$ cat src/rtl/tlb_ctrl_if.sv
// Requester-side handshake bundle for tlb_ctrl: the translate request channel and the PTE response channel.
interface tlb_ctrl_if #(
  parameter int VPN_W = 20,
  parameter int PTE_W = 32
);
  logic             req_valid_i;
  logic [VPN_W-1:0] req_vpn_i;
  logic             req_ready_o;
  logic             rsp_valid_o;
  logic             rsp_ready_i;
  logic [PTE_W-1:0] rsp_pte_o;
  logic             rsp_fault_o;

  modport slave (
    input  req_valid_i, req_vpn_i, rsp_ready_i,
    output req_ready_o, rsp_valid_o, rsp_pte_o, rsp_fault_o
  );

  modport master (
    output req_valid_i, req_vpn_i, rsp_ready_i,
    input  req_ready_o, rsp_valid_o, rsp_pte_o, rsp_fault_o
  );
endinterface

$ cat src/rtl/tlb_ctrl.sv
// TLB lookup/refill controller: tag-RAM probe, page-table walk on miss, refill, response, flush handling.
// state     | meaning
// IDLE      | ready for a request
// LOOKUP    | tag RAM addressed by vpn_q, hit/miss decided
// WALK_REQ  | walk request presented to PTW
// WALK_WAIT | waiting for PTW response
// REFILL    | write walked PTE into tag RAM
// RESP      | response held until accepted
module tlb_ctrl #(
  parameter int IDX_W = 6,
  parameter int VPN_W = 20,
  parameter int PTE_W = 32,
  parameter int CNT_W = 16
) (
  input  logic                   clk,
  input  logic                   resetn,
  tlb_ctrl_if.slave              req,
  output logic                   ptw_req_valid_o,
  output logic [VPN_W-1:0]       ptw_req_vpn_o,
  input  logic                   ptw_req_ready_i,
  input  logic                   ptw_rsp_valid_i,
  input  logic [PTE_W-1:0]       ptw_rsp_pte_i,
  input  logic                   ptw_rsp_fault_i,
  output logic [IDX_W-1:0]       tr_idx_o,
  output logic [VPN_W-IDX_W-1:0] tr_tag_o,
  output logic [PTE_W-1:0]       tr_payload_o,
  output logic                   tr_we_o,
  output logic                   tr_valid_o,
  input  logic                   tr_hit_i,
  input  logic [PTE_W-1:0]       tr_payload_i,
  input  logic                   flush_i,
  output logic [CNT_W-1:0]       hit_cnt_o,
  output logic [CNT_W-1:0]       miss_cnt_o
);
  localparam int LINES = 1 << IDX_W;

  typedef enum logic [2:0] {IDLE, LOOKUP, WALK_REQ, WALK_WAIT, REFILL, RESP} state_t;

  state_t             state, state_nxt;
  logic [VPN_W-1:0]   vpn_q;
  logic [PTE_W-1:0]   pte_q;
  logic [PTE_W-1:0]   rsp_pte_q;
  logic               rsp_fault_q;
  logic [LINES-1:0]   shadow;
  logic               flush_pend;
  logic               req_ready;
  logic               hit;
  logic               refill_we;

  assign tr_idx_o         = vpn_q[IDX_W-1:0];
  assign tr_tag_o         = vpn_q[VPN_W-1:IDX_W];
  assign tr_payload_o     = pte_q;
  assign ptw_req_vpn_o    = vpn_q;
  assign req.req_ready_o  = req_ready;
  assign req.rsp_valid_o  = (state == RESP);
  assign req.rsp_pte_o    = rsp_pte_q;
  assign req.rsp_fault_o  = rsp_fault_q;

  always_comb begin
    state_nxt       = state;
    req_ready       = (state == IDLE) && !flush_i;
    hit             = 1'b0;
    refill_we       = 1'b0;
    ptw_req_valid_o = 1'b0;
    case (state)
      IDLE:      if (req.req_valid_i && req_ready) state_nxt = LOOKUP;
      LOOKUP: begin
        hit       = tr_hit_i && shadow[tr_idx_o] && !flush_i;
        state_nxt = hit ? RESP : WALK_REQ;
      end
      WALK_REQ: begin
        ptw_req_valid_o = 1'b1;
        if (ptw_req_ready_i) state_nxt = WALK_WAIT;
      end
      WALK_WAIT: if (ptw_rsp_valid_i) state_nxt = ptw_rsp_fault_i ? RESP : REFILL;
      REFILL: begin
        // a flush seen anywhere during the walk makes the walked PTE stale for caching
        refill_we = !(flush_pend || flush_i);
        state_nxt = RESP;
      end
      RESP:      if (req.rsp_ready_i) state_nxt = IDLE;
      default:   state_nxt = IDLE;
    endcase
  end

  assign tr_we_o    = refill_we;
  assign tr_valid_o = refill_we;

  always_ff @(posedge clk or negedge resetn) begin
    if (!resetn) state <= IDLE;
    else         state <= state_nxt;
  end

  always_ff @(posedge clk or negedge resetn) begin
    if (!resetn) begin
      vpn_q       <= '0;
      pte_q       <= '0;
      rsp_pte_q   <= '0;
      rsp_fault_q <= 1'b0;
      shadow      <= '0;
      flush_pend  <= 1'b0;
      hit_cnt_o   <= '0;
      miss_cnt_o  <= '0;
    end else begin
      if (state == IDLE && req.req_valid_i && req_ready) vpn_q <= req.req_vpn_i;

      if (flush_i)        shadow <= '0;
      else if (refill_we) shadow[tr_idx_o] <= 1'b1;

      if (state != IDLE && state_nxt == IDLE)
        flush_pend <= 1'b0;
      else if (flush_i && (state == WALK_REQ || state == WALK_WAIT || state == REFILL))
        flush_pend <= 1'b1;

      case (state)
        LOOKUP: begin
          if (hit) begin
            rsp_pte_q   <= tr_payload_i;
            rsp_fault_q <= 1'b0;
            if (hit_cnt_o != {CNT_W{1'b1}}) hit_cnt_o <= hit_cnt_o + CNT_W'(1);
          end else if (miss_cnt_o != {CNT_W{1'b1}}) begin
            miss_cnt_o <= miss_cnt_o + CNT_W'(1);
          end
        end
        WALK_WAIT: begin
          if (ptw_rsp_valid_i) begin
            if (ptw_rsp_fault_i) begin
              rsp_pte_q   <= '0;
              rsp_fault_q <= 1'b1;
            end else begin
              pte_q <= ptw_rsp_pte_i;
            end
          end
        end
        REFILL: begin
          rsp_pte_q   <= pte_q;
          rsp_fault_q <= 1'b0;
        end
        default: ;
      endcase
    end
  end
endmodule

$ cat src/flat_wrapper.sv
// flat-port wrapper written by rule: the top's interface ports become plain ports
module tlb_ctrl_flat 
#(
  parameter int IDX_W = 6,
  parameter int VPN_W = 20,
  parameter int PTE_W = 32,
  parameter int CNT_W = 16
)
  (clk, resetn, ptw_req_valid_o, ptw_req_vpn_o, ptw_req_ready_i, ptw_rsp_valid_i, ptw_rsp_pte_i, ptw_rsp_fault_i, tr_idx_o, tr_tag_o, tr_payload_o, tr_we_o, tr_valid_o, tr_hit_i, tr_payload_i, flush_i, hit_cnt_o, miss_cnt_o, req_req_valid_i, req_req_vpn_i, req_rsp_ready_i, req_req_ready_o, req_rsp_valid_o, req_rsp_pte_o, req_rsp_fault_o);
  tlb_ctrl_if #(.VPN_W(VPN_W), .PTE_W(PTE_W)) req_i ();
  input  logic clk;
  input  logic resetn;
  output logic ptw_req_valid_o;
  output logic [VPN_W-1:0] ptw_req_vpn_o;
  input  logic ptw_req_ready_i;
  input  logic ptw_rsp_valid_i;
  input  logic [PTE_W-1:0] ptw_rsp_pte_i;
  input  logic ptw_rsp_fault_i;
  output logic [IDX_W-1:0] tr_idx_o;
  output logic [VPN_W-IDX_W-1:0] tr_tag_o;
  output logic [PTE_W-1:0] tr_payload_o;
  output logic tr_we_o;
  output logic tr_valid_o;
  input  logic tr_hit_i;
  input  logic [PTE_W-1:0] tr_payload_i;
  input  logic flush_i;
  output logic [CNT_W-1:0] hit_cnt_o;
  output logic [CNT_W-1:0] miss_cnt_o;
  input wire logic [$bits(req_i.req_valid_i)-1:0] req_req_valid_i;
  input wire logic [$bits(req_i.req_vpn_i)-1:0] req_req_vpn_i;
  input wire logic [$bits(req_i.rsp_ready_i)-1:0] req_rsp_ready_i;
  output wire logic [$bits(req_i.req_ready_o)-1:0] req_req_ready_o;
  output wire logic [$bits(req_i.rsp_valid_o)-1:0] req_rsp_valid_o;
  output wire logic [$bits(req_i.rsp_pte_o)-1:0] req_rsp_pte_o;
  output wire logic [$bits(req_i.rsp_fault_o)-1:0] req_rsp_fault_o;
  assign req_i.req_valid_i = req_req_valid_i;
  assign req_i.req_vpn_i = req_req_vpn_i;
  assign req_i.rsp_ready_i = req_rsp_ready_i;
  assign req_req_ready_o = req_i.req_ready_o;
  assign req_rsp_valid_o = req_i.rsp_valid_o;
  assign req_rsp_pte_o = req_i.rsp_pte_o;
  assign req_rsp_fault_o = req_i.rsp_fault_o;
  tlb_ctrl #(.IDX_W(IDX_W), .VPN_W(VPN_W), .PTE_W(PTE_W), .CNT_W(CNT_W)) u_core (.clk(clk), .resetn(resetn), .req(req_i), .ptw_req_valid_o(ptw_req_valid_o), .ptw_req_vpn_o(ptw_req_vpn_o), .ptw_req_ready_i(ptw_req_ready_i), .ptw_rsp_valid_i(ptw_rsp_valid_i), .ptw_rsp_pte_i(ptw_rsp_pte_i), .ptw_rsp_fault_i(ptw_rsp_fault_i), .tr_idx_o(tr_idx_o), .tr_tag_o(tr_tag_o), .tr_payload_o(tr_payload_o), .tr_we_o(tr_we_o), .tr_valid_o(tr_valid_o), .tr_hit_i(tr_hit_i), .tr_payload_i(tr_payload_i), .flush_i(flush_i), .hit_cnt_o(hit_cnt_o), .miss_cnt_o(miss_cnt_o));
endmodule
$ cat config.mk
export PLATFORM = sky130hd
export DESIGN_NAME = tlb_ctrl_flat
export DESIGN_NICKNAME = d
export VERILOG_FILES = /design/src/rtl/tlb_ctrl_if.sv /design/src/rtl/tlb_ctrl.sv /design/src/flat_wrapper.sv
export SDC_FILE = /design/constraint.sdc
export NUM_CORES = 1
export LEC_CHECK = 0
export BUFFER_PORTS_ARGS = -buffer_cell sky130_fd_sc_hd__clkbuf_2
export CAP_MARGIN = 20
export CORE_ASPECT_RATIO = 2
export CORE_MARGIN = 2
export CORE_UTILIZATION = 50
export DETAILED_ROUTE_END_ITERATION = 10
export PLACE_DENSITY = 0.77
export SYNTH_ARGS = -nofsm -noshare
export SYNTH_HDL_FRONTEND = slang
export SYNTH_SLANG_ARGS = --single-unit
$ cat constraint.sdc
create_clock -name clk -period 3.5 [get_ports clk]
set_input_delay 0.7 -clock clk [delete_from_list [all_inputs] [get_ports clk]]
set_output_delay 0.7 -clock clk [all_outputs]
set_load 0.03 [all_outputs]
# [Word-level counts from Yosys, hierarchy flattened]
# Index checks and enable logic that the tools add are counted.
[totals] regBits=185 word_cells=76 inputBits=93
[op_classes] order_cmp=2 n_eq_ne=10 n_reduce_logical=24 n_addsub=2 n_mux=26 bitwise=3
[ops] cell="$mux 64" count=2
[ops] cell="$mux 32" count=3
[ops] cell="$pmux 32 s3" count=1
[ops] cell="$or 64x64->64" count=1
[ops] cell="$add 16x1->16 const B" count=2
[ops] cell="$ne 16x16->1 const B" count=2
[ops] cell="$pmux 3 s6" count=1
[ops] cell="$mux 3" count=5
[ops] cell="$mux 1" count=11
[ops] cell="$logic_and 1x1->1" count=9
[ops] cell="$reduce_and 3->1" count=3
[ops] cell="$lt 6x7->1 const B" count=1
[ops] cell="$bmux 1 s6" count=1
[ops] cell="$demux 1 s6" count=1
[ops] cell="$eq 3x2->1 const B" count=2
[ops] cell="$eq 3x3->1 const B" count=2
[ops] cell="$ge 6x1->1 const B" count=1
[ops] cell="$logic_not 3->1" count=2
[ops] cell="$reduce_bool 3->1" count=2
[ops] cell="$ne 2x2->1 const B" count=2
[ops] cell="$reduce_and 4->1" count=1
[ops] cell="$reduce_bool 2->1" count=2
[ops] cell="$eq 3x1->1 const B" count=1
[ops] cell="$logic_or 1x1->1" count=3
[ops] cell="other kinds (4)" count=6

# [Longest topological paths before layout]
[depth] word_depth=9 ltp_mapped=12 depth_no_buf=8

# [Least setup slack after synthesis]
# No wires, ideal clock.
[synth_timing] path_type="register to register" from="register u_core.vpn_q[2] (netlist: u_core.ptw_req_vpn_o[2])" to="register u_core.rsp_pte_q[12] (netlist: u_core.req.rsp_pte_o[12])" setup_time_ns=0.125 required_time_ns=3.375 slack_ns=0.485 synth_period_minus_slack_ns=3.015 arrival_ns=2.891 path_stages_with_launch=11 path_cell_list="dfrtp_1 buf_4 mux2i_1 a22oi_1 and3_1 or4_4 o21ba_2 buf_6 a31oi_4 buf_6 mux2_2"
[synth_between] elab_chain_len=7
[synth_rtl] element="start: declaration" line="tlb_ctrl.sv:40" rtl="logic [VPN_W-1:0] vpn_q;"
[synth_rtl] element="start signal: assignment" line="tlb_ctrl.sv:105" rtl="if (state == IDLE && req.req_valid_i && req_ready) vpn_q <= req.req_vpn_i;"
[synth_rtl] element="$bmux 1 s6" line="tlb_ctrl.sv:68" rtl="hit = tr_hit_i && shadow[tr_idx_o] && !flush_i;"
[synth_rtl] element="$mux 1 (not written as such)" line="tlb_ctrl.sv:68"
[synth_rtl] element="$logic_and 1x1->1 (2 in a row)" line="tlb_ctrl.sv:68"
[synth_rtl] element="$mux 1" line="tlb_ctrl.sv:65" rtl="case (state)"
[synth_rtl] element="$ne 2x1->1 (no line)"
[synth_rtl] element="$reduce_and 4->1 (no line)"
[synth_rtl] element="end signal: assignment" line="tlb_ctrl.sv:118" rtl="rsp_pte_q <= tr_payload_i;"
[synth_rtl] element="end signal: assignment" line="tlb_ctrl.sv:136" rtl="rsp_pte_q <= pte_q;"
[synth_rtl] element="end: declaration" line="tlb_ctrl.sv:42" rtl="logic [PTE_W-1:0] rsp_pte_q;"
# Every way passes these cells. The select of a mux whose other input is x is not followed.
# A chain may end at the register's enable or synchronous reset.

# [Worst setup path after layout]
[layout_timing] from="register u_core.vpn_q[0] (netlist: u_core.ptw_req_vpn_o[0])" to="register u_core.rsp_pte_q[10] (netlist: u_core.req.rsp_pte_o[10])"
# The elaborated chain is that of the path after synthesis.

==> run metrics <==
run status=finished clean; vias per inst=5.61; Worst-Margin Slew=1100 ps; Clock Path Buffers=2; post-DP HPWL=16.2 mm; global routing usage summed across all routing layers=25.8%; most numerous cell on the critical path=sky130_fd_sc_hd__buf_12; Critical Path AT=3290 ps; Synthesis Warnings=0; diode insertion count for antenna repair=0; Slew Viols, Final=0; via count of the first global-routing pass=approximately 7000; number of nets produced by synthesis=between 800 and 900; main area contributors after synthesis=sky130_fd_sc_hd__dfrtp_1, sky130_fd_sc_hd__mux2_2, sky130_fd_sc_hd__o22ai_1; Achievable Freq=336 MHz; type of the worst setup path=register to register; IO Port Bufs=234; post-route cell area=0.0104 sq mm; Leak Pwr=roughly 5 nW; number of antenna violations at the first check in global routing=0; Synth area leader=sky130_fd_sc_hd__dfrtp_1; number of iterations in the first detailed-routing pass=5; setup repair after global routing missed its margin=false; Routed WL=about 22 mm; clock tree from TritonCTS=yes; fill cell total of the finished layout=1395; clock tree sinks=approximately 190; worst min path class=input port to async pin; Worst Setup End Kind=register; post-route setup TNS=0 ps; height of the die=189 um; DRC violation count after routing=0; ratio of cells with drive above 1 in the final layout=about two fifths; syn_area_per_cell=11.6 sq um; Core Area=0.0168 sq mm; Clk Latency, worst-skew pair=~430 ps; gate family responsible for the most delay along the worst path=simple AND/OR/NAND/NOR gates; area fraction in compound gates after synthesis=between 10 and 15%; GRT Residual Overflow=0; mux contribution to synthesized area=between 10% and 20%; dpl cell area=just under 0.01 sq mm; master cell of the clock root buffer=sky130_fd_sc_hd__clkbuf_16; Critical Path Slowest Stage Cell=sky130_fd_sc_hd__or4_4; normalized max-slew margin=a little over a quarter; Synth Area in Simple Gates=9.01%; routability congestion estimate=0.910; count of nets after finishing=1039; number of distinct library cell variants in the gate-level netlist after synthesis=55; hold-fix buffer count after cts=0; CP startpoint kind=register; worst stage delay on the critical path=550 ps; starting density of the core=50.8%; part of the Yosys area used for sequential elements=a little over half; final cycle utilization of the critical path=84.9%; clock edge transition at the registers on the reported setup and hold paths=70 ps; pin count of the biggest net entering global routing=90; via count of the routed design=6533; Synth Cell Area=0.00852 sq mm; critical path required time=3820 ps; detailed-route wire length per cell=18.9 um; number of rows created at floorplan=67; Critical Path, Cell by Cell=buf_12 > and2_2 > a22oi_1 > and3_1 > or4_4 > o21ba_2 > a31oi_4 > buf_12 > mux2_2; xor/xnor share of the synthesized area=2.98%; Clock Skew=between 10 and 15 ps; die width=96.3 um; violation count after the first detailed-routing iteration=around 320; Critical path buffers and inverters=2; largest family of logic cells by synthesized area=multiplexers; arithmetic-cell share of the synthesized area counting full adders, half adders and majority gates=less than 1%; share of synthesized flip-flops with an asynchronous set or reset=100%; Post-Synthesis Cells=around 730; wire length of the first global-routing pass=35.9 mm; area added between synthesis and finish=22.3%; Final setup violation count=0; Hold Fails Final Rpt=0; max-capacitance violation count=0; ANT nets after route=0; CTS buffer count=17; H-tree depth reported by CTS=4; number of cells upsized or downsized after cts=0; top cell type's share of synthesized area=54.3%; Total Die Area=between 0.015 and 0.02 sq mm; min cycle time layout=2970 ps; Max rail drop VDD=~0.66 mV; Post-synth top flop=sky130_fd_sc_hd__dfrtp_1; IO Pins=between 200 and 250; power density normalized to cell area=939 mW/mm^2; number of synthesized flops with an enable pin=0; largest driver fanout on the critical path=32; flip-flop and latch count after synthesis=185; Post CTS Setup Buffer Count=0
[final timing paths]
| path | startpoint | to | slack (ps) | cells past startpoint |
|---|---|---|---|---|
| setup / recovery | u_core.ptw_req_vpn_o[0] | u_core.req.rsp_pte_o[10] | 530 | 9 |
| setup reg to reg | u_core.ptw_req_vpn_o[0] | u_core.req.rsp_pte_o[10] | 530 | 9 |
| min in group clk | u_core.miss_cnt_o[7] | u_core.miss_cnt_o[7] | 490 | 1 |
| hold reg to reg | u_core.miss_cnt_o[7] | u_core.miss_cnt_o[7] | 490 | 1 |
| max in group asynchronous | resetn | u_core.tr_payload_o[7] | 2350 | 2 |
| hold / removal | resetn | u_core.tr_payload_o[15] | 340 | 1 |
[placed cells by master, fill, tap and decap left out, types with 6 or more instances in the layout]
| master | count |
|---|---|
| sky130_fd_sc_hd__nor2_1 | 16 |
| sky130_fd_sc_hd__nand2_1 | 38 |
| sky130_fd_sc_hd__xor2_1 | 20 |
| sky130_fd_sc_hd__o22ai_1 | 57 |
| sky130_fd_sc_hd__clkbuf_2 | 233 |
| sky130_fd_sc_hd__a21oi_1 | 7 |
| sky130_fd_sc_hd__nor2b_1 | 8 |
| sky130_fd_sc_hd__nand3_1 | 15 |
| sky130_fd_sc_hd__a22o_1 | 32 |
| sky130_fd_sc_hd__mux2i_1 | 26 |
| sky130_fd_sc_hd__nand4_1 | 10 |
| sky130_fd_sc_hd__and3_1 | 10 |
| sky130_fd_sc_hd__inv_1 | 61 |
| sky130_fd_sc_hd__buf_4 | 17 |
| sky130_fd_sc_hd__a31oi_1 | 6 |
| sky130_fd_sc_hd__nor3_1 | 15 |
| sky130_fd_sc_hd__clkbuf_16 | 17 |
| sky130_fd_sc_hd__dfrtp_1 | 185 |
| sky130_fd_sc_hd__mux2_2 | 85 |
| sky130_fd_sc_hd__xnor2_1 | 9 |
| sky130_fd_sc_hd__nand2b_1 | 7 |
[area by class of cell]
class,count,area [sq um],area share [%]
sequential,185,4630,44.4
multi-input combinational,423,3290,31.6
timing repair buffer,255,1390,13.3
clock buffer,17,425,4.08
tap,207,259,2.49
inverter,62,233,2.23
clock inverter,15,199,1.91
[Yosys cell counts, types with 2 or more instances]
master / n
sky130_fd_sc_hd__nand3b_1: 3
sky130_fd_sc_hd__a31oi_1: 6
sky130_fd_sc_hd__mux2i_1: 26
sky130_fd_sc_hd__a22o_1: 32
sky130_fd_sc_hd__nand4_1: 10
sky130_fd_sc_hd__a21oi_1: 8
sky130_fd_sc_hd__o211ai_1: 5
sky130_fd_sc_hd__clkbuf_1: 32
sky130_fd_sc_hd__mux2_1: 3
sky130_fd_sc_hd__buf_2: 3
sky130_fd_sc_hd__dfrtp_1: 185
sky130_fd_sc_hd__mux2_2: 85
sky130_fd_sc_hd__nor2b_1: 8
sky130_fd_sc_hd__inv_1: 61
sky130_fd_sc_hd__or3_1: 2
sky130_fd_sc_hd__mux4_2: 2
sky130_fd_sc_hd__a211oi_1: 2
sky130_fd_sc_hd__xnor2_1: 9
sky130_fd_sc_hd__a2111oi_0: 2
sky130_fd_sc_hd__o2111ai_1: 2
sky130_fd_sc_hd__xor2_1: 20
sky130_fd_sc_hd__nor4_1: 4
sky130_fd_sc_hd__nor3_1: 15
sky130_fd_sc_hd__nand2_1: 38
sky130_fd_sc_hd__nand3_1: 15
sky130_fd_sc_hd__and2_1: 3
sky130_fd_sc_hd__and3_1: 10
sky130_fd_sc_hd__ha_1: 2
sky130_fd_sc_hd__a22oi_1: 5
sky130_fd_sc_hd__nor3b_1: 3
sky130_fd_sc_hd__and4_1: 3
sky130_fd_sc_hd__buf_4: 23
sky130_fd_sc_hd__nand2b_1: 7
sky130_fd_sc_hd__nor2_1: 18
sky130_fd_sc_hd__buf_6: 5
sky130_fd_sc_hd__o21ai_0: 2
sky130_fd_sc_hd__o22ai_1: 57
[layer usage]
layer / up-vias / global-route usage [%] / wire length [um]
li1: 2997 / - / -
met2: 244 / 45.3 / 12200
met5: - / 0 / 0
met3: 41 / 6.60 / 1380
met1: 3251 / 29.6 / 7840
met4: 0 / 9.37 / 609
[report_power, final]
group	switching, mW	leakage (nW)	internal (mW)
Sequential	0.580	2.36	2.73
Clock	0.841	0.292	1.20
Combinational	2.87	2.37	1.57
[flip-flops by register name (all words and copies together), names as in the netlist, 3 cells and up]
signal,cells
u_core.shadow,64
u_core.req.rsp_pte_o,32
u_core.tr_payload_o,32
u_core.ptw_req_vpn_o,20
u_core.hit_cnt_o,16
u_core.miss_cnt_o,16
u_core.state,3
[worst register-to-register path: stages (launching register included)]
cell and delay, ps:
sky130_fd_sc_hd__dfrtp_1 530, sky130_fd_sc_hd__buf_12 210, sky130_fd_sc_hd__and2_2 230, sky130_fd_sc_hd__a22oi_1 110, sky130_fd_sc_hd__and3_1 170, sky130_fd_sc_hd__or4_4 550, sky130_fd_sc_hd__o21ba_2 260, sky130_fd_sc_hd__a31oi_4 180
sky130_fd_sc_hd__buf_12 230, sky130_fd_sc_hd__mux2_2 390
[per-stage QoR]
| stage | cells | worst slack (ps) | power [mW] | hold slack (ps) | util (%) |
|---|---|---|---|---|---|
| after floorplan | 734 | 485 | 6.51 | 404 | - |
| after global placement | 1132 | 629 | 7.69 | 474 | 58.4 |
| after detailed placement | 1132 | 565 | 7.78 | 477 | 58.4 |
| after CTS | 1164 | 540 | 9.84 | 368 | 62.2 |
| after global routing | 1164 | 361 | 10.3 | 400 | 62.2 |
| final | 1164 | 528 | 9.79 | 336 | 62.2 |
[cell families (layout without fill, tap and decap cells)]
kind of cell,Yosys count,count (layout)
DFF,185,185
and+or+nand+nor,146,146
AOI/OAI and AO/OA,130,130
buffers and inverters,126,349
muxes,116,116
xor gates and xnor gates,29,29
adders and majority gates,2,2
(Power assumes the default switching activity.)
